===== config.mk =====
export PLATFORM = sky130hd
export DESIGN_NAME = debug_tx_arbiter_flat
export DESIGN_NICKNAME = d
export VERILOG_FILES = /design/src/rtl/debug_pkg.sv /design/src/rtl/debug_tx_arbiter_if.sv /design/src/rtl/debug_byte_fifo.sv /design/src/rtl/debug_tx_arbiter.sv /design/src/flat_wrapper.sv
export SDC_FILE = /design/constraint.sdc
export NUM_CORES = 1
export LEC_CHECK = 0
export ABC_AREA = 1
export CORE_UTILIZATION = 50
export CTS_BUF_LIST = sky130_fd_sc_hd__clkbuf_16
export DETAILED_ROUTE_END_ITERATION = 10
export PLACE_DENSITY = 0.73
export SETUP_SLACK_MARGIN = 0.1
export SYNTH_ARGS = -nofsm -noshare
export SYNTH_HDL_FRONTEND = slang
export SYNTH_SLANG_ARGS = --single-unit

===== constraint.sdc =====
create_clock -name i_clk -period 4.6 [get_ports i_clk]
set_input_delay 0.92 -clock i_clk [delete_from_list [all_inputs] [get_ports i_clk]]
set_output_delay 0.92 -clock i_clk [all_outputs]
set_load 0.05 [all_outputs]

===== src/rtl/debug_pkg.sv =====
// Shared types and defaults for the debug UART TX arbiter: FSM encoding,
// heartbeat frame bytes and watchdog reload values.
package debug_pkg;

    typedef enum logic [1:0] {
        IDLE     = 2'd0,
        ETH      = 2'd1,
        HB_START = 2'd2,
        HB_CODE  = 2'd3
    } state_t;

    localparam int          FIFO_DEPTH_DEFAULT = 16;
    localparam logic [7:0]  START_BYTE_DEFAULT = 8'h68;
    localparam logic [7:0]  WDOG_CODE_DEFAULT  = 8'h65;
    // 30 s at 50 MHz for silicon; a short period keeps simulation fast.
    localparam logic [31:0] WDOG_TICKS_SYNTH   = 32'h5968_2EFF;
    localparam logic [31:0] WDOG_TICKS_SIM     = 32'd16;

    function automatic logic [7:0] sat_inc8(input logic [7:0] v);
        return (v == 8'hFF) ? v : v + 8'd1;
    endfunction

endpackage


===== src/rtl/debug_tx_arbiter_if.sv =====
// Byte-level signals between the Ethernet receive tap, the arbiter and the UART TX.
// Handshake: a byte moves on every cycle with o_wvalid && i_wready; while o_wvalid=1 and i_wready=0, o_wdata holds.
interface debug_tx_arbiter_if;
    logic [7:0] i_eth_rdata;
    logic       i_eth_rready;
    logic       i_wready;
    logic [7:0] o_wdata;
    logic       o_wvalid;

    modport master (
        input  i_eth_rdata,
        input  i_eth_rready,
        input  i_wready,
        output o_wdata,
        output o_wvalid
    );

    modport slave (
        output i_eth_rdata,
        output i_eth_rready,
        output i_wready,
        input  o_wdata,
        input  o_wvalid
    );
endinterface


===== src/rtl/debug_byte_fifo.sv =====
// Synchronous 8-bit FIFO with registered occupancy; the head byte is visible
// on rdata without a read latency so the arbiter can load it on the pop edge.
module debug_byte_fifo #(
    parameter int DEPTH = 16
) (
    input  logic                     clk,
    input  logic                     rst,
    input  logic                     push,
    input  logic                     pop,
    input  logic [7:0]               wdata,
    output logic [7:0]               rdata,
    output logic                     full,
    output logic                     empty,
    output logic [$clog2(DEPTH):0]   level
);
    localparam int          AW       = $clog2(DEPTH);
    localparam logic [AW:0] FULL_CNT = (AW + 1)'(DEPTH);

    logic [7:0]    mem [DEPTH];
    logic [AW-1:0] rd_ptr;
    logic [AW-1:0] wr_ptr;
    logic [AW:0]   count;
    logic          do_push;
    logic          do_pop;

    assign full    = (count == FULL_CNT);
    assign empty   = (count == '0);
    assign do_pop  = pop && !empty;
    // A full FIFO still takes a byte when the head leaves on the same edge.
    assign do_push = push && (!full || do_pop);
    assign rdata   = mem[rd_ptr];
    assign level   = count;

    always_ff @(posedge clk) begin
        if (do_push) begin
            mem[wr_ptr] <= wdata;
        end
    end

    always_ff @(posedge clk or posedge rst) begin
        if (rst) begin
            rd_ptr <= '0;
            wr_ptr <= '0;
            count  <= '0;
        end else begin
            if (do_push) begin
                wr_ptr <= wr_ptr + 1'b1;
            end
            if (do_pop) begin
                rd_ptr <= rd_ptr + 1'b1;
            end
            case ({do_push, do_pop})
                2'b10:   count <= count + 1'b1;
                2'b01:   count <= count - 1'b1;
                default: count <= count;
            endcase
        end
    end
endmodule


===== src/rtl/debug_tx_arbiter.sv =====
// Shares the debug UART TX byte channel between buffered Ethernet bytes and
// an idle-watchdog heartbeat frame (START_BYTE, WDOG_CODE) that is never split.
module debug_tx_arbiter
    import debug_pkg::*;
#(
    parameter int          FIFO_DEPTH = FIFO_DEPTH_DEFAULT,
    parameter logic [31:0] WDOG_TICKS = WDOG_TICKS_SYNTH,
    parameter logic [7:0]  START_BYTE = START_BYTE_DEFAULT,
    parameter logic [7:0]  WDOG_CODE  = WDOG_CODE_DEFAULT
) (
    input  logic                          i_clk,
    input  logic                          i_rst,
    debug_tx_arbiter_if.master            bus,
    output logic                          o_busy,
    output logic [$clog2(FIFO_DEPTH):0]   o_fifo_level,
    output logic [7:0]                    o_drop_cnt,
    output state_t                        o_state
);
    state_t      state_q;
    state_t      state_d;
    logic [7:0]  wdata_q;
    logic [7:0]  wdata_d;
    logic        wvalid_q;
    logic        wvalid_d;
    logic        busy_q;
    logic        fifo_pop;
    logic        fifo_full;
    logic        fifo_empty;
    logic [7:0]  fifo_rdata;
    logic [31:0] wdog_q;
    logic        hb_pend_q;
    logic [7:0]  drop_q;
    logic        handoff;
    logic        code_done;
    logic        drop;

    assign handoff   = wvalid_q && bus.i_wready;
    assign code_done = handoff && (state_q == HB_CODE);
    assign drop      = bus.i_eth_rready && fifo_full && !fifo_pop;

    debug_byte_fifo #(
        .DEPTH (FIFO_DEPTH)
    ) u_fifo (
        .clk   (i_clk),
        .rst   (i_rst),
        .push  (bus.i_eth_rready),
        .pop   (fifo_pop),
        .wdata (bus.i_eth_rdata),
        .rdata (fifo_rdata),
        .full  (fifo_full),
        .empty (fifo_empty),
        .level (o_fifo_level)
    );

    // Heartbeat wins in IDLE; once HB_START is entered the frame runs to completion.
    always_comb begin
        state_d  = state_q;
        wdata_d  = wdata_q;
        wvalid_d = wvalid_q;
        fifo_pop = 1'b0;
        case (state_q)
            IDLE: begin
                wvalid_d = 1'b0;
                if (hb_pend_q) begin
                    state_d  = HB_START;
                    wdata_d  = START_BYTE;
                    wvalid_d = 1'b1;
                end else if (!fifo_empty) begin
                    fifo_pop = 1'b1;
                    state_d  = ETH;
                    wdata_d  = fifo_rdata;
                    wvalid_d = 1'b1;
                end
            end
            ETH: begin
                if (handoff) begin
                    state_d  = IDLE;
                    wvalid_d = 1'b0;
                end
            end
            HB_START: begin
                if (handoff) begin
                    state_d  = HB_CODE;
                    wdata_d  = WDOG_CODE;
                    wvalid_d = 1'b1;
                end
            end
            HB_CODE: begin
                if (handoff) begin
                    state_d  = IDLE;
                    wvalid_d = 1'b0;
                end
            end
            default: begin
                state_d  = IDLE;
                wvalid_d = 1'b0;
            end
        endcase
    end

    always_ff @(posedge i_clk or posedge i_rst) begin
        if (i_rst) begin
            state_q  <= IDLE;
            wdata_q  <= 8'h00;
            wvalid_q <= 1'b0;
            busy_q   <= 1'b0;
        end else begin
            state_q  <= state_d;
            wdata_q  <= wdata_d;
            wvalid_q <= wvalid_d;
            busy_q   <= (state_d != IDLE);
        end
    end

    // Any Ethernet strobe restarts the idle period, but never cancels a pending frame.
    always_ff @(posedge i_clk or posedge i_rst) begin
        if (i_rst) begin
            wdog_q    <= WDOG_TICKS;
            hb_pend_q <= 1'b0;
            drop_q    <= 8'h00;
        end else begin
            if (bus.i_eth_rready || code_done) begin
                wdog_q <= WDOG_TICKS;
            end else if (wdog_q != 32'd0) begin
                wdog_q <= wdog_q - 32'd1;
            end
            if (code_done) begin
                hb_pend_q <= 1'b0;
            end else if (wdog_q == 32'd0) begin
                hb_pend_q <= 1'b1;
            end
            if (drop) begin
                drop_q <= sat_inc8(drop_q);
            end
        end
    end

    assign bus.o_wdata  = wdata_q;
    assign bus.o_wvalid = wvalid_q;
    assign o_busy       = busy_q;
    assign o_drop_cnt   = drop_q;
    assign o_state      = state_q;
endmodule


===== src/flat_wrapper.sv =====
// flat-port wrapper written by rule: the top's interface ports become plain ports
module debug_tx_arbiter_flat import debug_pkg::*;
#(
    parameter int          FIFO_DEPTH = FIFO_DEPTH_DEFAULT,
    parameter logic [31:0] WDOG_TICKS = WDOG_TICKS_SYNTH,
    parameter logic [7:0]  START_BYTE = START_BYTE_DEFAULT,
    parameter logic [7:0]  WDOG_CODE  = WDOG_CODE_DEFAULT
)
  (i_clk, i_rst, o_busy, o_fifo_level, o_drop_cnt, o_state, bus_i_eth_rdata, bus_i_eth_rready, bus_i_wready, bus_o_wdata, bus_o_wvalid);
  debug_tx_arbiter_if bus_i ();
  input  logic i_clk;
  input  logic i_rst;
  output logic o_busy;
  output logic [$clog2(FIFO_DEPTH):0] o_fifo_level;
  output logic [7:0] o_drop_cnt;
  output state_t o_state;
  input wire logic [$bits(bus_i.i_eth_rdata)-1:0] bus_i_eth_rdata;
  input wire logic [$bits(bus_i.i_eth_rready)-1:0] bus_i_eth_rready;
  input wire logic [$bits(bus_i.i_wready)-1:0] bus_i_wready;
  output wire logic [$bits(bus_i.o_wdata)-1:0] bus_o_wdata;
  output wire logic [$bits(bus_i.o_wvalid)-1:0] bus_o_wvalid;
  assign bus_i.i_eth_rdata = bus_i_eth_rdata;
  assign bus_i.i_eth_rready = bus_i_eth_rready;
  assign bus_i.i_wready = bus_i_wready;
  assign bus_o_wdata = bus_i.o_wdata;
  assign bus_o_wvalid = bus_i.o_wvalid;
  debug_tx_arbiter #(.FIFO_DEPTH(FIFO_DEPTH), .WDOG_TICKS(WDOG_TICKS), .START_BYTE(START_BYTE), .WDOG_CODE(WDOG_CODE)) u_core (.i_clk(i_clk), .i_rst(i_rst), .bus(bus_i), .o_busy(o_busy), .o_fifo_level(o_fifo_level), .o_drop_cnt(o_drop_cnt), .o_state(o_state));
endmodule

; ---- After elaboration in Yosys (flattened, before gate mapping)
; Memories as Yosys holds them, arrays and structs flattened.
; Index checks and enable logic that the tools add are counted.
; W data, S select, Z words.
[totals]
reg_bits = 66
mem_bits_rw = 128
input_bits = 12
out_inout_bits = 25
memories = 1
[classes]
add_sub_neg = 6
n_eq_ne = 10
n_mux = 23
bitwise = 1
reduce_logical = 24
[mem_list]
columns = name, words, width, rd, rd_ports_with_merged_regs, wr, line
row1 = u_core.u_fifo.mem, 16, 8, 1, 0, 1, debug_byte_fifo.sv:19  ; logic [7:0] mem [DEPTH];
[op_table]
columns = cell, count
row1 = $mux W32, 2
row2 = $logic_not A32 Y1, 1
row3 = $reduce_bool A32 Y1, 1
row4 = $sub A32 B1 Y32 const B, 1
row5 = $mux W8, 3
row6 = $pmux W8 S2, 1
row7 = $mux W1, 10
row8 = $pmux W5 S2, 1
row9 = $reduce_bool A2 Y1, 5
row10 = $add A4 B1 Y4 const B, 2
row11 = $add A8 B1 Y8 const B, 1
row12 = $eq A8 B8 Y1 const B, 1
row13 = $mux W2, 4
row14 = $eq A2 B2 Y1 const B, 3
row15 = $logic_and A1 B1 Y1, 6
row16 = $pmux W2 S3, 1
row17 = $add A5 B1 Y5 const B, 1
row18 = $eq A5 B5 Y1 const B, 1
row19 = $logic_not A5 Y1, 1
row20 = $sub A5 B1 Y5 const B, 1
row21 = $eq A2 B1 Y1 const B, 2
row22 = $ne A2 B1 Y1 const B, 2
row23 = $reduce_and A2 Y1, 2
row24 = $logic_not A1 Y1, 3
row25 = other kinds (7), 8

; ---- Longest topological paths before layout
; Gate-level depths: netlist of the first run.
[logic_depth]
depth_word = 9
mapped_depth = 16
mapped_depth_nobuf = 16

; ---- By module
; From an unflattened synthesis of the first run, not the netlist that was laid out.
[hier_totals]
cells_unflattened = 937
hier_area_um2 = 9241.4
[by_module_without_submodules]
columns = mod, n_inst, cells_each, area_each_um2, seq_area_each_um2
row1 = debug_byte_fifo, 1, 509, 6065.8, 4169.0
row2 = debug_tx_arbiter, 1, 428, 3175.5, 1350.0

; ---- Least setup slack after synthesis of the first run
; No wires, ideal clock.
[synth_path]
kind = reg2reg
startpoint = reg u_core.state_q[0] (netlist: u_core.o_state[0])
endpoint = mem u_core.u_fifo.mem[11][0], enable pin
arrival_time_ps = 1851
t_required_ps = 4217
setup_slack_ps = 2366
stages_incl_launch_ff = 8
cell_sequence = dfrtp_1 inv_2 nand2_2 nor2_4 nand2_4 nand2_4 nand2_4 nor3_1
[synth_between]
elab_chain_len = 7
[synth_rtl]
columns = element, line
row1 = from (decl), debug_tx_arbiter.sv:19  ; state_t state_q;
row2 = from (signal assigned), debug_tx_arbiter.sv:108  ; state_q <= state_d;
row3 = $logic_not A2 Y1, debug_tx_arbiter.sv:61  ; case (state_q)
row4 = $mux W1, debug_tx_arbiter.sv:61
row5 = $logic_and A1 B1 Y1, debug_byte_fifo.sv:28  ; assign do_pop = pop && !empty;
row6 = $logic_or A1 B1 Y1, debug_byte_fifo.sv:30  ; assign do_push = push && (!full || do_pop);
row7 = $logic_and A1 B1 Y1, debug_byte_fifo.sv:30
row8 = $mux W1, debug_byte_fifo.sv:35  ; if (do_push) begin
row9 = $mux W1 (not written as such), debug_byte_fifo.sv:36  ; mem[wr_ptr] <= wdata;
row10 = to (decl), debug_byte_fifo.sv:19
; Every way passes these cells.

; ---- Worst setup path after layout of the first run
[layout_path]
startpoint = reg u_core.state_q[0] (netlist: u_core.o_state[0])
endpoint = out o_state[0]
[layout_rtl]
columns = element, line
row1 = to (decl), flat_wrapper.sv:16  ; output state_t o_state;
; No word-level cell between the ends.

==> impl_metrics.py, run 1 <==
metrics = {
    "yosys": {
        "synth_commonest_cells": "161 x sky130_fd_sc_hd__nor2_1, 128 x sky130_fd_sc_hd__edfxtp_1, 104 x sky130_fd_sc_hd__nand2_1",
        "unique_masters_post_synth": 44,
        "postSynth.topFlopCell": "sky130_fd_sc_hd__edfxtp_1",
        "synth_area_leaders": "sky130_fd_sc_hd__edfxtp_1 44%, sky130_fd_sc_hd__dfrtp_1 13%, sky130_fd_sc_hd__nor2_1 6.9%, sky130_fd_sc_hd__dfstp_2 5.7%, sky130_fd_sc_hd__o21ai_0 4.5%",
        "syn-instance-count": 843,
        "synth-seq-cells": 194,
        "synth_most_common_cell": "sky130_fd_sc_hd__nor2_1",
        "yosysTopAreaCellShare": 0.436,
        "syn-mean-instance-area_um2": 10.5,
        "number_of_synthesized_flops_with_an_enable_pin": 128,
        "synth.yosys.warnings": 0,
        "yosysSeqAreaShare": 0.626,
        "synth_area_mm2": 0.00881,
        "synthesis.nets": 865,
        "proportion_of_register_bits_with_asynchronous_set_or_reset_after_synthesis": 0.340,
        "cell_type_contributing_the_most_total_cell_area_after_synthesis": "sky130_fd_sc_hd__edfxtp_1",
    },
    "cts": {
        "tritoncts": "built",
        "clkTransAtPathRegs_ns": 0.08,
        "clock_sink_count": 194,
        "total_clock_buffers_created_by_cts": 17,
        "cts.root.buffer_cell": "sky130_fd_sc_hd__clkbuf_16",
        "htree_num_levels": 4,
        "cts_buffer_depth": 2,
        "hold_buffers": 0,
        "clock_insertion_delay_worst_skew_ns": 0.45,
        "post-cts-setup-buffers": 0,
        "cts.repair.resized": 0,
    },
    "worst_setup_path": {
        "critical_path.endpoint_type": "output port",
        "crit_fanout": 6,
        "cp.arrival_ns": 1.79,
        "timing.critical_path.from_type": "flop",
        "worstSetupPathType": "reg -> out",
        "critical-path-slowest-cell": "sky130_fd_sc_hd__clkdlybuf4s50_1",
        "critical_path.n_buffers_inverters": 1,
        "critPathMaxStageDelay_ns": 0.86,
        "top_family_by_delay_on_critical_path": "buffers and inverters",
        "crit_required_ns": 3.68,
        "worstPathCellList": "clkdlybuf4s50_1",
    },
    "final_layout": {
        "area.growth.synth_to_final_pct": 12.9,
        "n_antenna_cell": 0,
        "finish.net_count": 896,
        "final_design_area_no_fill_mm2": 0.00995,
        "post_route_cells_drive_above_1_share": 0.108,
    },
    "detailed_routing": {
        "remaining_drc_errors": 0,
        "initialDrtViolationCount": 676,
        "drt-total-wl_mm": 20.7,
        "post_drt_via_cell_ratio": 5.66,
        "wl_met2_mm": 9.45,
        "met1_length_mm": 9.17,
        "detail_route.first_pass.iterations": 8,
        "wl_met3_mm": 1.45,
        "dr.max_layer_used": "met4",
        "drtAntennaViolNets": 0,
        "detail_routed_net_length_per_standard_cell_um": 18.6,
        "routed-via-count": 6290,
    },
    "timing": {
        "max_slew.worst_pin.slew_ns": 1.22,
        "rel_slew_slack": 0.180,
        "finalHoldViolations": 0,
        "rsz0062_at_grt": "no",
        "setup-violations-final": 0,
        "layout_min_cycle_time_ns": 2.71,
        "holdWs_ns": 0.499,
        "layout_worst_path_cycle_share": 0.588,
        "clock_skew_ns": 0.0183,
        "fin_setup_tns_ns": 0,
        "achievable_clock_frequency_mhz": 370,
        "finalMaxSlewViolations": 0,
    },
    "power": {
        "power_frac_comb": 0.346,
        "power.share.switching": 0.408,
        "total_switching_power_uw": 2370,
        "clockPowerShare": 0.256,
        "cellPowerDensity_mw_per_mm2": 583,
        "seq_power_share": 0.397,
        "ir_drop_v": 0.000404,
        "internal_power_uw": 3430,
        "power_leakage_uw": 0.00378,
    },
    "global_routing": {
        "pin_count_of_the_biggest_net_entering_global_routing": 68,
        "grt.total_usage": 0.241,
        "grt_pass1_wl_mm": 32.8,
        "grt_remaining_overflow": 0,
        "grt_pass1_vias": 5911,
        "grt_antenna_before_repair": 0,
    },
    "floorplanning": {
        "design.core.area_mm2": 0.0172,
        "die_ar_mm2": 0.0182,
        "floorplan.initialDensity": 0.511,
        "rows": 48,
        "dieWidth_um": 135,
        "ios": 37,
        "chipHeight_um": 135,
    },
    "outcome": {
        "outcome": "completed",
    },
    "job": {
        "maxCapViolCount": 0,
    },
    "place": {
        "place.gp.congestion": 0.929,
        "buffer_ports.inserted": 36,
        "place_area_mm2": 0.00935,
        "detailedPlacementHpwl_mm": 13.8,
    },
    "hold_path": {
        "min-delay-path-class": "reg -> reg",
    },
}
-- routing by layer --
metal,vias to the layer above,global-route usage
li1,2959,-
met1,3000,0.342
met2,285,0.371
met3,46,0.0424
met4,0,0.0949
met5,-,0
-- flip-flops by register name (all words and copies together) (netlist names) --
name,flops
u_core.o_drop_cnt,8
u_core.u_fifo.mem,128
u_core.u_fifo.wr_ptr,4
u_core.u_fifo.rd_ptr,4
u_core.o_busy,1
u_core.o_state,2
u_core.bus.o_wvalid,1
u_core.hb_pend_q,1
u_core.wdog_q,32
u_core.bus.o_wdata,8
u_core.u_fifo.level,5
-- through the flow --
stage	utilization	instances	setup WS [ns]	power, uW
floorplan	-	843	2.06	3680
global placement	0.543	1080	1.69	4290
detailed placement	0.543	1080	1.63	4320
CTS	0.577	1112	1.89	5810
global route	0.577	1112	1.83	6090
finish	0.577	1112	1.89	5800
-- power by group through the flow --
stage	Clock, uW	Sequential [uW]	Combinational [uW]
floorplan	0	2520	1160
global placement	0	2340	1950
detailed placement	0	2340	1980
CTS	1500	2300	2000
global route	1570	2330	2190
finish	1490	2300	2010
-- layout make-up --
| type | instances | area (um^2) |
|---|---|---|
| clock buffer | 17 | 425 |
| clock inverter | 15 | 175 |
| fill | 1442 | 7280 |
| inverter | 73 | 274 |
| multi-input combinational | 549 | 2890 |
| sequential | 194 | 5520 |
| tap | 225 | 282 |
| timing repair buffer | 39 | 383 |
-- worst paths after layout --
path | from | endpoint | slack (ns) | cells past startpoint
worst max register to register | u_core.o_state[0] | u_core.u_fifo.mem[3][4] | 2.09 | 7
worst min register to register | u_core.bus.o_wdata[4] | u_core.bus.o_wdata[4] | 0.50 | 2
min in group asynchronous | i_rst | u_core.o_state[1] | 1.00 | 2
worst min-delay path | u_core.bus.o_wdata[4] | u_core.bus.o_wdata[4] | 0.50 | 2
worst max-delay path | u_core.o_state[0] | o_state[0] | 1.89 | 1
max in group asynchronous | i_rst | u_core.wdog_q[24] | 2.70 | 3
-- cell families after synthesis --
logic type,share of synthesized area
compound gates,0.0954
mux,0.00383
xor+xnor,0.0338
simple gates,0.181
flops,0.626
buf+inv,0.0456
fa+ha+maj,0.0142
-- layout by cell type (no fill, tap or decap), types with 17 or more instances in the layout --
cell type                         instances
sky130_fd_sc_hd__clkbuf_16               17
sky130_fd_sc_hd__clkdlybuf4s50_1         36
sky130_fd_sc_hd__dfrtp_1                 46
sky130_fd_sc_hd__dfstp_2                 19
sky130_fd_sc_hd__edfxtp_1               128
sky130_fd_sc_hd__inv_1                   58
sky130_fd_sc_hd__nand2_1                104
sky130_fd_sc_hd__nand3_1                 41
sky130_fd_sc_hd__nor2_1                 161
sky130_fd_sc_hd__nor3_1                  22
sky130_fd_sc_hd__o211ai_1                18
sky130_fd_sc_hd__o21ai_0                 79
sky130_fd_sc_hd__xor2_1                  28
No activity file was read; power rests on OpenSTA's default activity.
==> inputs of run 2 (changes only) <==
--- a/config.mk
+++ b/config.mk
@@ -9,7 +9,7 @@
 export CORE_UTILIZATION = 50
 export CTS_BUF_LIST = sky130_fd_sc_hd__clkbuf_16
 export DETAILED_ROUTE_END_ITERATION = 10
-export PLACE_DENSITY = 0.73
+export PLACE_DENSITY = 0.75
 export SETUP_SLACK_MARGIN = 0.1
 export SYNTH_ARGS = -nofsm -noshare
 export SYNTH_HDL_FRONTEND = slang
==> constraint.sdc (replaced) <==
create_clock -name i_clk -period 2.4 [get_ports i_clk]
set_input_delay 0.48 -clock i_clk [delete_from_list [all_inputs] [get_ports i_clk]]
set_output_delay 0.48 -clock i_clk [all_outputs]
set_load 0.05 [all_outputs]
==> run 2 against run 1 <==
Sequential share of layout area fell by 1.3 points. Wire length fell by 4.3%. Combinational power grew 100%. Sequential power grew 90%. Clock skew decreased by 0.0063 ns. Final cell count is 2.4% higher. Register-to-register slack worse by 1.7 ns. Power increased by 92%. Largest power group unchanged.
==> impl_metrics.py, run 2 (synthesized netlist as in run 1, its figures left out) <==
metrics = {
    "outcome": {
        "outcome": "completed",
    },
    "final_layout": {
        "largest-register": "u_core.u_fifo.mem",
        "final_common_cell": "sky130_fd_sc_hd__nor2_1",
        "layout_common_cells": "161 x sky130_fd_sc_hd__nor2_1, 128 x sky130_fd_sc_hd__edfxtp_1, 104 x sky130_fd_sc_hd__nand2_1, 79 x sky130_fd_sc_hd__o21ai_0, 58 x sky130_fd_sc_hd__inv_1",
        "register_area_mm2": 0.00552,
        "finish.net_count": 923,
        "area.growth.synth_to_final_pct": 15.5,
        "layout_top_registers": "u_core.u_fifo.mem: 128 flops, u_core.wdog_q: 32 flops",
        "n_antenna_cell": 0,
        "post_route_cells_drive_above_1_share": 0.133,
        "final.fill_count": 1347,
        "largest_reg_flops": 128,
        "area_of_the_multi_input_gates_mm2": 0.00289,
    },
    "power": {
        "ir_drop_v": 0.000753,
        "cellPowerDensity_mw_per_mm2": 1090,
        "power.share.switching": 0.390,
        "clockPowerShare": 0.247,
        "power_leakage_uw": 0.00393,
        "internal_power_uw": 6780,
        "power_frac_comb": 0.361,
        "seq_power_share": 0.392,
        "total_switching_power_uw": 4330,
    },
    "worst_setup_path": {
        "crit_fanout": 6,
        "critical_path.n_buffers_inverters": 1,
        "critical_path.endpoint_type": "output port",
        "critPathMaxStageDelay_ns": 0.84,
        "top_family_by_delay_on_critical_path": "buffers and inverters",
        "worstPathCellList": "clkdlybuf4s50_1",
        "worstSetupPathType": "reg -> out",
        "cp.arrival_ns": 1.73,
        "timing.critical_path.from_type": "flop",
        "crit_required_ns": 1.92,
        "critical-path-slowest-cell": "sky130_fd_sc_hd__clkdlybuf4s50_1",
    },
    "floorplanning": {
        "ios": 37,
        "chipHeight_um": 135,
        "floorplan.initialDensity": 0.511,
        "rows": 48,
        "dieWidth_um": 135,
        "design.core.area_mm2": 0.0172,
        "die_ar_mm2": 0.0182,
    },
    "timing": {
        "layout_min_cycle_time_ns": 2.21,
        "fin_setup_tns_ns": 0,
        "rsz0062_at_grt": "no",
        "holdWs_ns": 0.428,
        "finalHoldViolations": 0,
        "finalMaxSlewViolations": 0,
        "layout_worst_path_cycle_share": 0.920,
        "setup-violations-final": 0,
        "clock_skew_ns": 0.0120,
        "max_slew.worst_pin.slew_ns": 0.688,
        "achievable_clock_frequency_mhz": 453,
        "rel_slew_slack": 0.540,
    },
    "cts": {
        "cts.repair.resized": 0,
        "clkTransAtPathRegs_ns": 0.07,
        "clock_insertion_delay_worst_skew_ns": 0.44,
        "hold_buffers": 0,
        "clock_sink_count": 194,
        "post-cts-setup-buffers": 0,
        "cts.root.buffer_cell": "sky130_fd_sc_hd__clkbuf_16",
        "htree_num_levels": 4,
        "total_clock_buffers_created_by_cts": 17,
        "cts_buffer_depth": 2,
        "tritoncts": "built",
    },
    "place": {
        "detailedPlacementHpwl_mm": 13.7,
        "buffer_ports.inserted": 36,
        "place.gp.congestion": 0.953,
    },
    "detailed_routing": {
        "routed-via-count": 6303,
        "initialDrtViolationCount": 584,
        "remaining_drc_errors": 0,
        "post_drt_via_cell_ratio": 5.53,
        "drtAntennaViolNets": 0,
        "detail_routed_net_length_per_standard_cell_um": 17.4,
        "drt-total-wl_mm": 19.8,
        "detail_route.first_pass.iterations": 5,
    },
    "global_routing": {
        "grt.total_usage": 0.233,
        "pin_count_of_the_biggest_net_entering_global_routing": 68,
        "grt_remaining_overflow": 0,
        "grt_antenna_before_repair": 0,
        "grt_pass1_wl_mm": 32.0,
        "grt_pass1_vias": 6002,
    },
    "job": {
        "maxCapViolCount": 0,
    },
    "hold_path": {
        "min-delay-path-class": "in -> async",
    },
}
[run 2: power by group through the flow]
stage          logic [uW]  registers, uW  clock network (uW)
6_report             4010           4360                2740
5_1_grt              4390           4400                2910
4_1_cts              4000           4360                2780
3_5_place_dp         3990           4420                   0
3_3_place_gp         3920           4420                   0
2_1_floorplan        2230           4840                   0
[run 2: through the flow]
stage | setup WS (ns) | cell area (um^2) | std cells | util | total power (uW)
after global routing | 0.138 | 10200 | 1139 | 0.591 | 11700
after detailed placement | 0.194 | 9610 | 1107 | 0.557 | 8410
after global placement | 0.218 | 9610 | 1107 | 0.557 | 8340
after floorplan | 0.166 | 8810 | 843 | - | 7060
after CTS | 0.116 | 10200 | 1139 | 0.591 | 11100
final | 0.192 | 10200 | 1139 | 0.591 | 11100
[run 2: layout make-up]
type / instances / share of cell area
clock inverter: 15 / 0.0145
timing repair buffer: 66 / 0.0629
multi-input combinational: 549 / 0.284
tap: 225 / 0.0276
inverter: 73 / 0.0269
sequential: 194 / 0.542
clock buffer: 17 / 0.0418
[run 2: metal layers]
layer / part of all wire / global-route usage / vias to the layer above
met5: 0 / 0 / -
met4: 0.018 / 0.0693 / 0
met3: 0.057 / 0.0473 / 27
met2: 0.48 / 0.369 / 209
met1: 0.45 / 0.325 / 3053
li1: - / - / 3014
[run 2: path summary, 6_finish.rpt]
check	from	endpoint	slack (ns)	cells past startpoint
hold reg to reg	u_core.bus.o_wdata[7]	u_core.bus.o_wdata[7]	0.49	2
setup reg to reg	u_core.o_state[0]	u_core.u_fifo.mem[2][6]	0.34	10
max in group asynchronous	i_rst	u_core.wdog_q[24]	1.64	3
min in group i_clk	u_core.bus.o_wdata[7]	u_core.bus.o_wdata[7]	0.49	2
hold / removal	i_rst	u_core.u_fifo.level[1]	0.43	3
setup / recovery	u_core.o_drop_cnt[5]	o_drop_cnt[5]	0.19	1
==> inputs of run 3 (changes only) <==
--- a/config.mk
+++ b/config.mk
@@ -5,7 +5,6 @@
 export SDC_FILE = /design/constraint.sdc
 export NUM_CORES = 1
 export LEC_CHECK = 0
-export ABC_AREA = 1
 export CORE_UTILIZATION = 50
 export CTS_BUF_LIST = sky130_fd_sc_hd__clkbuf_16
 export DETAILED_ROUTE_END_ITERATION = 10
==> run 3 against run 2 <==
Sequential cell count unchanged. Synthesized cell count decreased by 33%. Fmax decreased by 3.5%. First-iteration DRC count decreased by 32%. Critical path depth increased by 9. Sequential power increased by 4%. Power decreased by 3.2%. Design area decreased by 1.2%. Combinational power decreased by 9.0%. Wire length decreased by 12%. Final cell count decreased by 23%. Highest routed layer unchanged.
==> impl_metrics.py, run 3 <==
metrics = {
    "floorplanning": {
        "ios": 37,
        "rows": 47,
        "design.core.area_mm2": 0.0166,
        "die_ar_mm2": 0.0175,
        "chipHeight_um": 132,
        "dieWidth_um": 132,
        "floorplan.initialDensity": 0.512,
    },
    "cts": {
        "clock_sink_count": 194,
        "total_clock_buffers_created_by_cts": 17,
        "cts_buffer_depth": 2,
        "cts.root.buffer_cell": "sky130_fd_sc_hd__clkbuf_16",
        "hold_buffers": 0,
        "clock_insertion_delay_worst_skew_ns": 0.43,
        "tritoncts": "built",
        "htree_num_levels": 4,
        "clkTransAtPathRegs_ns": 0.07,
    },
    "timing": {
        "setup-violations-final": 0,
        "holdWs_ns": 0.419,
        "layout_min_cycle_time_ns": 2.29,
        "clock_skew_ns": 0.00818,
        "achievable_clock_frequency_mhz": 437,
        "finalHoldViolations": 0,
        "fin_setup_tns_ns": 0,
        "layout_worst_path_cycle_share": 0.953,
        "rsz0062_at_grt": "yes",
        "finalWorstSetupSlack_ns": 0.112,
        "max_slew.worst_pin.slew_ns": 0.572,
        "finalMaxSlewViolations": 0,
        "rel_slew_slack": 0.618,
    },
    "yosys": {
        "synth_area_leaders": "sky130_fd_sc_hd__edfxtp_1 45%, sky130_fd_sc_hd__dfrtp_1 14%, sky130_fd_sc_hd__mux4_2 7.4%, sky130_fd_sc_hd__dfstp_2 5.9%, sky130_fd_sc_hd__xnor2_1 2.9%",
        "syn-mean-instance-area_um2": 15.0,
        "yosysTopAreaCellShare": 0.452,
        "cell_type_contributing_the_most_total_cell_area_after_synthesis": "sky130_fd_sc_hd__edfxtp_1",
        "synthesis.nets": 590,
        "unique_masters_post_synth": 66,
        "yosysSeqAreaShare": 0.649,
        "synth_commonest_cells": "128 x sky130_fd_sc_hd__edfxtp_1, 47 x sky130_fd_sc_hd__dfrtp_1, 39 x sky130_fd_sc_hd__nand2_1, 39 x sky130_fd_sc_hd__nor2_1",
        "synth_area_mm2": 0.00850,
        "number_of_synthesized_flops_with_an_enable_pin": 128,
        "syn-instance-count": 568,
        "synth.yosys.warnings": 0,
        "postSynth.topFlopCell": "sky130_fd_sc_hd__edfxtp_1",
        "synth-seq-cells": 194,
        "proportion_of_register_bits_with_asynchronous_set_or_reset_after_synthesis": 0.340,
        "synth_most_common_cell": "sky130_fd_sc_hd__edfxtp_1",
    },
    "final_layout": {
        "register_area_mm2": 0.00553,
        "instances_no_fill": 881,
        "n_antenna_cell": 0,
        "largest-register": "u_core.u_fifo.mem",
        "layout_common_cells": "128 x sky130_fd_sc_hd__edfxtp_1, 50 x sky130_fd_sc_hd__buf_4, 42 x sky130_fd_sc_hd__dfrtp_1, 38 x sky130_fd_sc_hd__nand2_1, 36 x sky130_fd_sc_hd__nor2_1",
        "area_of_the_multi_input_gates_mm2": 0.00284,
        "layout.core_utilization": 0.607,
        "area.growth.synth_to_final_pct": 18.4,
        "finish.net_count": 670,
        "layout_top_registers": "u_core.u_fifo.mem: 128 flops, u_core.wdog_q: 32 flops",
        "post_route_cells_drive_above_1_share": 0.263,
        "final_common_cell": "sky130_fd_sc_hd__edfxtp_1",
        "largest_reg_flops": 128,
        "final.fill_count": 1246,
    },
    "worst_setup_path": {
        "top_family_by_delay_on_critical_path": "simple AND/OR/NAND/NOR gates",
        "critical_path.n_buffers_inverters": 1,
        "timing.reg2reg.worst_path_depth": 10,
        "crit_fanout": 2,
        "critical-path-slowest-cell": "sky130_fd_sc_hd__or4_4",
        "cp-startpoint": "bus_i_eth_rready",
        "critPathMaxStageDelay_ns": 0.50,
        "regToRegSetupSlack_ns": 0.14,
        "worstPathCellList": "clkdlybuf4s50_1 -> or4_4 -> nand2_1 -> o21ai_2 -> ha_2 -> or3_1 -> a21oi_1 -> a32oi_1 -> o21ai_1 -> xnor2_1",
        "critical_path.reg2reg.endpoint": "u_core.u_fifo.level[4]",
        "worstSetupPathType": "in -> reg",
        "cp.arrival_ns": 2.64,
        "launch_instance_of_the_worst_register_to_register_path": "u_core.hb_pend_q",
        "timing.critical_path.from_type": "input port",
        "crit_required_ns": 2.75,
        "critical_path.endpoint_type": "flop",
    },
    "detailed_routing": {
        "remaining_drc_errors": 0,
        "drt-total-wl_mm": 17.3,
        "detail_routed_net_length_per_standard_cell_um": 19.7,
        "initialDrtViolationCount": 396,
        "drtAntennaViolNets": 0,
        "routed-via-count": 5107,
        "post_drt_via_cell_ratio": 5.80,
        "detail_route.first_pass.iterations": 4,
    },
    "global_routing": {
        "pin_count_of_the_biggest_net_entering_global_routing": 36,
        "grt_antenna_before_repair": 0,
        "grt_pass1_wl_mm": 28.2,
        "grt_remaining_overflow": 0,
        "grt_pass1_vias": 5315,
        "grt.total_usage": 0.212,
    },
    "place": {
        "placedCellCount": 848,
        "place_worst_setup_slack_ns": -0.266,
        "detailedPlacementHpwl_mm": 12.2,
        "place.gp.congestion": 0.853,
        "buffer_ports.inserted": 36,
    },
    "outcome": {
        "outcome": "completed",
    },
    "job": {
        "maxCapViolCount": 0,
    },
    "hold_path": {
        "min-delay-path-class": "in -> async",
    },
    "power": {
        "ir_drop_v": 0.000598,
        "cellPowerDensity_mw_per_mm2": 1070,
        "power_leakage_uw": 0.00364,
    },
}
run 3: cell count changes in the layout (fill, tap and decap cells not counted), moves of 18 or more:
cell	delta
sky130_fd_sc_hd__buf_4	+24
sky130_fd_sc_hd__inv_1	-42
sky130_fd_sc_hd__mux4_2	+28
sky130_fd_sc_hd__nand2_1	-66
sky130_fd_sc_hd__nand3_1	-37
sky130_fd_sc_hd__nor2_1	-125
sky130_fd_sc_hd__o211ai_1	-18
sky130_fd_sc_hd__o21ai_0	-64
sky130_fd_sc_hd__xnor2_1	+22
sky130_fd_sc_hd__xor2_1	-25
run 3: layout make-up:
cell class	instances	share of cell area
clock buffer	17	0.0423
multi-input combinational	329	0.282
inverter	15	0.00559
sequential	194	0.549
clock inverter	15	0.0108
tap	220	0.0273
timing repair buffer	91	0.0829
run 3: worst max path at each step:
stage / end / slack [ns] / cells past startpoint
after CTS: u_core.u_fifo.level[4] / 0.11 / 11
after detailed placement: u_core.u_fifo.level[4] / -0.27 / 10
after global placement: u_core.u_fifo.level[4] / -0.16 / 10
after global routing: u_core.u_fifo.level[4] / 0.02 / 11
after floorplan: u_core.u_fifo.mem[11][0] / 0.05 / 6
final: u_core.u_fifo.level[4] / 0.11 / 10
run 3: timing repair:
item                                    4_1_cts  5_1_grt
pin swaps                                     1        2
gates resized for setup                       1        8
setup buffers                                 0        1
endpoints found under the setup margin        2        8
run 3: logic make-up (layout without fill, tap and decap cells):
group | Yosys count | in the layout | synth area share
buffers and inverters | 45 | 138 | 0.0264
muxes | 45 | 45 | 0.106
xor gates and xnor gates | 31 | 31 | 0.0320
AOI/OAI and AO/OA | 71 | 71 | 0.0605
DFF | 194 | 194 | 0.649
adders and majority gates | 10 | 10 | 0.0147
and+or+nand+nor | 172 | 172 | 0.111
run 3: power by group:
| part | leakage, uW | internal [uW] | switching [uW] |
|---|---|---|---|
| combinational | 0.00142 | 1660 | 1990 |
| clock | 0.000268 | 1340 | 1250 |
| sequential | 0.00195 | 4050 | 467 |
| total | 0.00364 | 7050 | 3710 |
run 3: per-stage QoR:
stage | cell area (um^2) | power [uW]
CTS | 10000 | 10800
global route | 10100 | 11200
global placement | 9490 | 8070
finish | 10100 | 10800
floorplan | 8560 | 7010
detailed placement | 9490 | 8220
run 3: per-layer routing:
layer / GRT usage / vias to the layer above / part of all wire
met5: 0 / - / 0
met4: 0.0734 / 0 / 0.017
met3: 0.0458 / 22 / 0.045
met2: 0.371 / 113 / 0.53
met1: 0.261 / 2629 / 0.41
li1: - / 2343 / -
==> edit 1: new RTL, config.mk and constraints of run 2 <==
Take the reset off `wdata_q` and load it in a clocked block of its own.
--- a/src/rtl/debug_tx_arbiter.sv
+++ b/src/rtl/debug_tx_arbiter.sv
@@ -101,15 +101,17 @@
     always_ff @(posedge i_clk or posedge i_rst) begin
         if (i_rst) begin
             state_q  <= IDLE;
-            wdata_q  <= 8'h00;
             wvalid_q <= 1'b0;
             busy_q   <= 1'b0;
         end else begin
             state_q  <= state_d;
-            wdata_q  <= wdata_d;
             wvalid_q <= wvalid_d;
             busy_q   <= (state_d != IDLE);
         end
+    end
+
+    always_ff @(posedge i_clk) begin
+        wdata_q <= wdata_d;
     end
 
     // Any Ethernet strobe restarts the idle period, but never cancels a pending frame.
Behaviour: differs if i_rst is asserted again (counterexample within 4 cycles, from zero or initial values and one cycle with i_rst high); with i_rst held inactive, the same outputs for 4 cycles.
==> edit 1 against run 2 <==
- cell area rose by 0.60%
- wire length rose by 2.6%
- die area rose by 0.77%
- worst setup slack improved by 0.022 ns
- sequential cell count did not move
- cell count fell by 0.79%
- synthesized area rose by 0.78%
- register-to-register slack improved by 0.05 ns
- critical endpoint is now o_fifo_level[0]
- highest routed layer unchanged
Power is not compared: it rests on default switching activity, and its combinational part moved more than twofold at a synthesized area within 25%.
==> edit 1: results (changes against run 2) <==
* Run status: completed (unchanged)
* CP Max Fanout at 5 (was 6)
* Area share of the largest cell type after synthesis at 0.4597 (was 0.4361)
* Crit Reg-Reg Endpoint: u_core.bus.o_wdata[5] (was u_core.u_fifo.mem[2][6])
* Syn nets at 858 (was 865)
* Largest net degree at the start of global routing at 55 (was 68)
* DP HPWL at 13,380 um (was 13,700 um)
* Worst Tran Pin Value at 0.7387 ns (was 0.6878 ns)
* Hold WC Path Type: input pin to async pin (unchanged)
* Share of cells above drive strength 1 at 0.1470 (was 0.1335)
* Synth area leaders: edfxtp_1, dfrtp_1, dfstp_2 (was edfxtp_1, dfrtp_1, nor2_1)
* Synth Area in Adders at 0.01408 (was 0.01419)
* 1st-iter DRT viols at 498 (was 584)
* Via count at 6,345 (was 6,303)
* Total placed instance area at 0.009634 mm2 (was 0.009605 mm2)
* Final WL at 20,300 um (was 19,780 um)
* Total track usage at 0.2384 (was 0.2328)
* Post-synth top cells: edfxtp_1, nor2_1, nand2_1 (was nor2_1, edfxtp_1, nand2_1)
* First-pass GRT wire length at 32,890 um (was 32,010 um)
* Post-synth EDFFs at 136 (was 128)
* Fin nets at 914 (was 923)
* Yosys cell types at 47 (was 44)
* Reg2reg path depth at 5 (was 10)
* Asr flop ratio synth at 0.2990 (was 0.3402)
* Mux contribution to synthesized area at 0.004930 (was 0.003833)
* Vias in the first global route at 6,246 (was 6,002)
* Compound-Gate Fraction of Synth Area at 0.09479 (was 0.09539)
* Seq/Total Area, Yosys at 0.6258 (was 0.6261)
* Reg2reg start: u_core.u_fifo.rd_ptr[0] (was u_core.o_state[0])
==> edit 1: worst max path at each step <==
stage	depth (start not counted)	to	slack, ns	from
final	1	o_fifo_level[0]	0.21	u_core.u_fifo.level[0]
after detailed placement	15	u_core.u_fifo.level[4]	0.20	bus_i_eth_rready
after CTS	1	o_fifo_level[4]	0.14	u_core.u_fifo.level[4]
after floorplan	7	u_core.u_fifo.mem[11][0]	0.24	u_core.o_state[0]
after global placement	7	u_core.wdog_q[30]	0.23	bus_i_eth_rready
after global routing	15	u_core.u_fifo.level[4]	0.17	u_core.u_fifo.level[0]
==> edit 1: layer usage <==
metal  vias up  global-route usage  part of all wire
met5         -                   0                 0
met1      3084              0.3150              0.44
met3        42             0.04639             0.057
met2       227              0.3852              0.48
li1       2992                   -                 -
met4         0              0.1011             0.025
==> edit 1: logic make-up after synthesis <==
kind of cell    Yosys count
mux                       4
compound gates          142
xor+xnor                 30
buf+inv                 112
simple gates            344
flops                   194
fa+ha+maj                10
==> edit 1: layout make-up <==
cell class | instances | area [um2]
Clock buffer | 17 | 425.4
Clock inverter | 15 | 182.7
Fill cell | 1391 | 7052
Inverter | 85 | 319.1
Multi-Input combinational cell | 530 | 2878
Sequential cell | 194 | 5560
Tap cell | 225 | 281.5
Timing Repair Buffer | 64 | 598.1
==> edit 1: repair_timing <==
action / CTS / global route
hold endpoints to repair: 0 / 0
endpoints found under the setup margin: 0 / 1
hold buffers: 0 / 0
resized for setup: 0 / 1
==> edit 1: per-stage QoR <==
| stage | total power [uW] | hold slack, ns | std cells |
|---|---|---|---|
| final | 8160 | 0.3496 | 1130 |
| after global placement | 5265 | 0.5161 | 1098 |
| after detailed placement | 5300 | 0.5192 | 1098 |
| after CTS | 8191 | 0.3567 | 1130 |
| after global routing | 8472 | 0.3828 | 1130 |
| after floorplan | 4845 | 0.4767 | 836 |
==> edit 1: worst reg2reg max path: cells and delay by family, from the launching register on <==
kind / cells / cell delay (ns)
AOI/OAI and AO/OA: 3 / 0.95
DFF: 1 / 0.38
and+or+nand+nor: 1 / 0.10
buffers and inverters: 1 / 0.45
==> edit 1: where the power goes <==
group / internal, uW / switching [uW]
clock: 1650 / 1260
combinational: 358 / 802
sequential: 3920 / 170
==> edit 2: new RTL, settings of run 2 <==
Made on the original files. Set the package constant `FIFO_DEPTH_DEFAULT` to 8 (it was 16).
--- a/src/rtl/debug_pkg.sv
+++ b/src/rtl/debug_pkg.sv
@@ -9,7 +9,7 @@
         HB_CODE  = 2'd3
     } state_t;
 
-    localparam int          FIFO_DEPTH_DEFAULT = 16;
+    localparam int          FIFO_DEPTH_DEFAULT = 8;
     localparam logic [7:0]  START_BYTE_DEFAULT = 8'h68;
     localparam logic [7:0]  WDOG_CODE_DEFAULT  = 8'h65;
     // 30 s at 50 MHz for silicon; a short period keeps simulation fast.
Interface: changed (resized o_fifo_level); port bits go from 37 to 36. No check against the original RTL was run, so the function may have changed too.
==> edit 2 against run 2 <==
- combinational power down 34%
- cell area down 29%
- worst setup slack worse by 0.0042 ns
- die area down 30%
- sequential cell count down 67
- synthesized area down 31%
- wire length down 31%
- total power down 29%
- non-clock buffer count down 15
==> edit 2: results (changes against run 2) <==
* DR top layer: met4 (unchanged)
* Routing usage on met3 at 0.05508 (was 0.04730)
* Worst path max stage delay at 0.87 ns (was 0.84 ns)
* Met2 routed WL at 6644 um (was 9404 um)
* Post-synth top cells: nand2_1, nor2_1, edfxtp_1 (was nor2_1, edfxtp_1, nand2_1)
* Post-synth EDFFs at 64 (was 128)
* Internal power at 4843 uW (was 6781 uW)
* Via count at 4,884 (was 6,303)
* Asr flop ratio synth at 0.4961 (was 0.3402)
* IO buf count at 35 (was 36)
* Total track usage at 0.2396 (was 0.2328)
* Pleak at 0.003090 uW (was 0.003934 uW)
* Grt met2 use at 0.3930 (was 0.3691)
* Share of cells above drive strength 1 at 0.1071 (was 0.1335)
* Global placement routability congestion at 0.8883 (was 0.9532)
* Synth area leaders: edfxtp_1, dfrtp_1, nand2_1 (was edfxtp_1, dfrtp_1, nor2_1)
* DR pass1 iterations at 5 (unchanged)
* Length of routed met3 wiring at 778 um (was 1135 um)
* Run status: completed (unchanged)
* Hold WC Path Type: input pin to async pin (unchanged)
* Routed length on met1 at 6072 um (was 8881 um)
* Fin nets at 760 (was 923)
* Clock skew at 0.01063 ns (was 0.01201 ns)
* Hold slack at 0.4090 ns (was 0.4279 ns)
* CP startpoint: u_core.o_drop_cnt[2] (was u_core.o_drop_cnt[5])
* Seq/Total Area, Yosys at 0.5779 (was 0.6261)
* Largest net degree at the start of global routing at 43 (was 68)
* Worst Setup EP: o_drop_cnt[2] (was o_drop_cnt[5])
* Slowest cell on crit path: clkdlybuf4s50_1 (unchanged)
* Met1 Use GR at 0.3138 (was 0.3253)
* Total placed instance area at 0.006670 mm2 (was 0.009605 mm2)
* Clk_lat worst skew at 0.42 ns (was 0.44 ns)
* Crit Reg-Reg Endpoint: u_core.u_fifo.level[2] (was u_core.u_fifo.mem[2][6])
* Top flop regs: u_core.u_fifo.mem: 64 flops, u_core.wdog_q: 32 flops (was u_core.u_fifo.mem: 128 flops, u_core.wdog_q: 32 flops)
* Initial core utilization at 0.5226 (was 0.5114)
* Syn nets at 707 (was 865)
* DP HPWL at 9703 um (was 13,700 um)
* Antenna violations before repair at 0 (unchanged)
* Fillers at 927 (was 1,347)
* Yosys cell types at 35 (was 44)
* R2R Setup Slk at 0.35 ns
* 1st-iter DRT viols at 391 (was 584)
* Reg2reg start: u_core.o_state[1] (was u_core.o_state[0])
* Vias in the first global route at 4,910 (was 6,002)
* Final WL at 13,700 um (was 19,780 um)
* Max_slew headroom at 0.6504 (was 0.5401)
* Clk slew on worst S/H paths at 0.06 ns
* Reg2reg path depth at 12 (was 10)
* Worst-case vdd ir drop at 0.9463 mV (was 0.7534 mV)
* First-pass GRT wire length at 23,400 um (was 32,010 um)
edit 2: cell types whose count changed in the layout (fill, tap and decap cells not counted), sizes merged, moves of 11 or more:
cell,run 2,this run
buf,30,16
edfxtp,128,64
nand2,110,159
nand3,43,58
nor2,170,139
nor3,25,2
o211ai,18,5
o21ai,91,58
o221ai,13,2
xor2,28,9
edit 2: metrics by stage:
stage | instances | worst slack (ns) | total power (uW) | util
2_1_floorplan | 690 | 0.2787 | 4706 | -
5_1_grt | 899 | 0.1441 | 8316 | 0.6183
3_3_place_gp | 867 | 0.3170 | 5457 | 0.5719
6_report | 899 | 0.1880 | 7900 | 0.6183
3_5_place_dp | 867 | 0.2540 | 5575 | 0.5719
4_1_cts | 899 | 0.1706 | 7926 | 0.6183
edit 2: cells by family (layout without fill, tap and decap cells):
logic type                 count (synthesis)  after routing  synth area share
and+or+nand+nor                          379            379            0.2632
DFF                                      127            127            0.5779
buffers and inverters                     84            150           0.05543
AOI/OAI and AO/OA                         81             81           0.07309
xor gates and xnor gates                  14             14           0.02012
adders and majority gates                  5              5           0.01026
edit 2: final cells by class:
type	count	area [um2]	area share
multi-input cells	479	2235	0.3099
inverters	67	251.5	0.03488
clock inverters	15	115.1	0.01596
repair buffers	51	483.0	0.06698
clock buffers	17	425.4	0.05900
flip-flops and latches	127	3522	0.4885
well taps	143	178.9	0.02481
edit 2: power groups by stage:
stage | Clock, uW | Combinational [uW] | Sequential (uW)
2_1_floorplan | 0 | 1300 | 3410
3_3_place_gp | 0 | 2500 | 2960
3_5_place_dp | 0 | 2600 | 2970
4_1_cts | 2360 | 2630 | 2940
5_1_grt | 2460 | 2880 | 2980
6_report | 2320 | 2640 | 2940
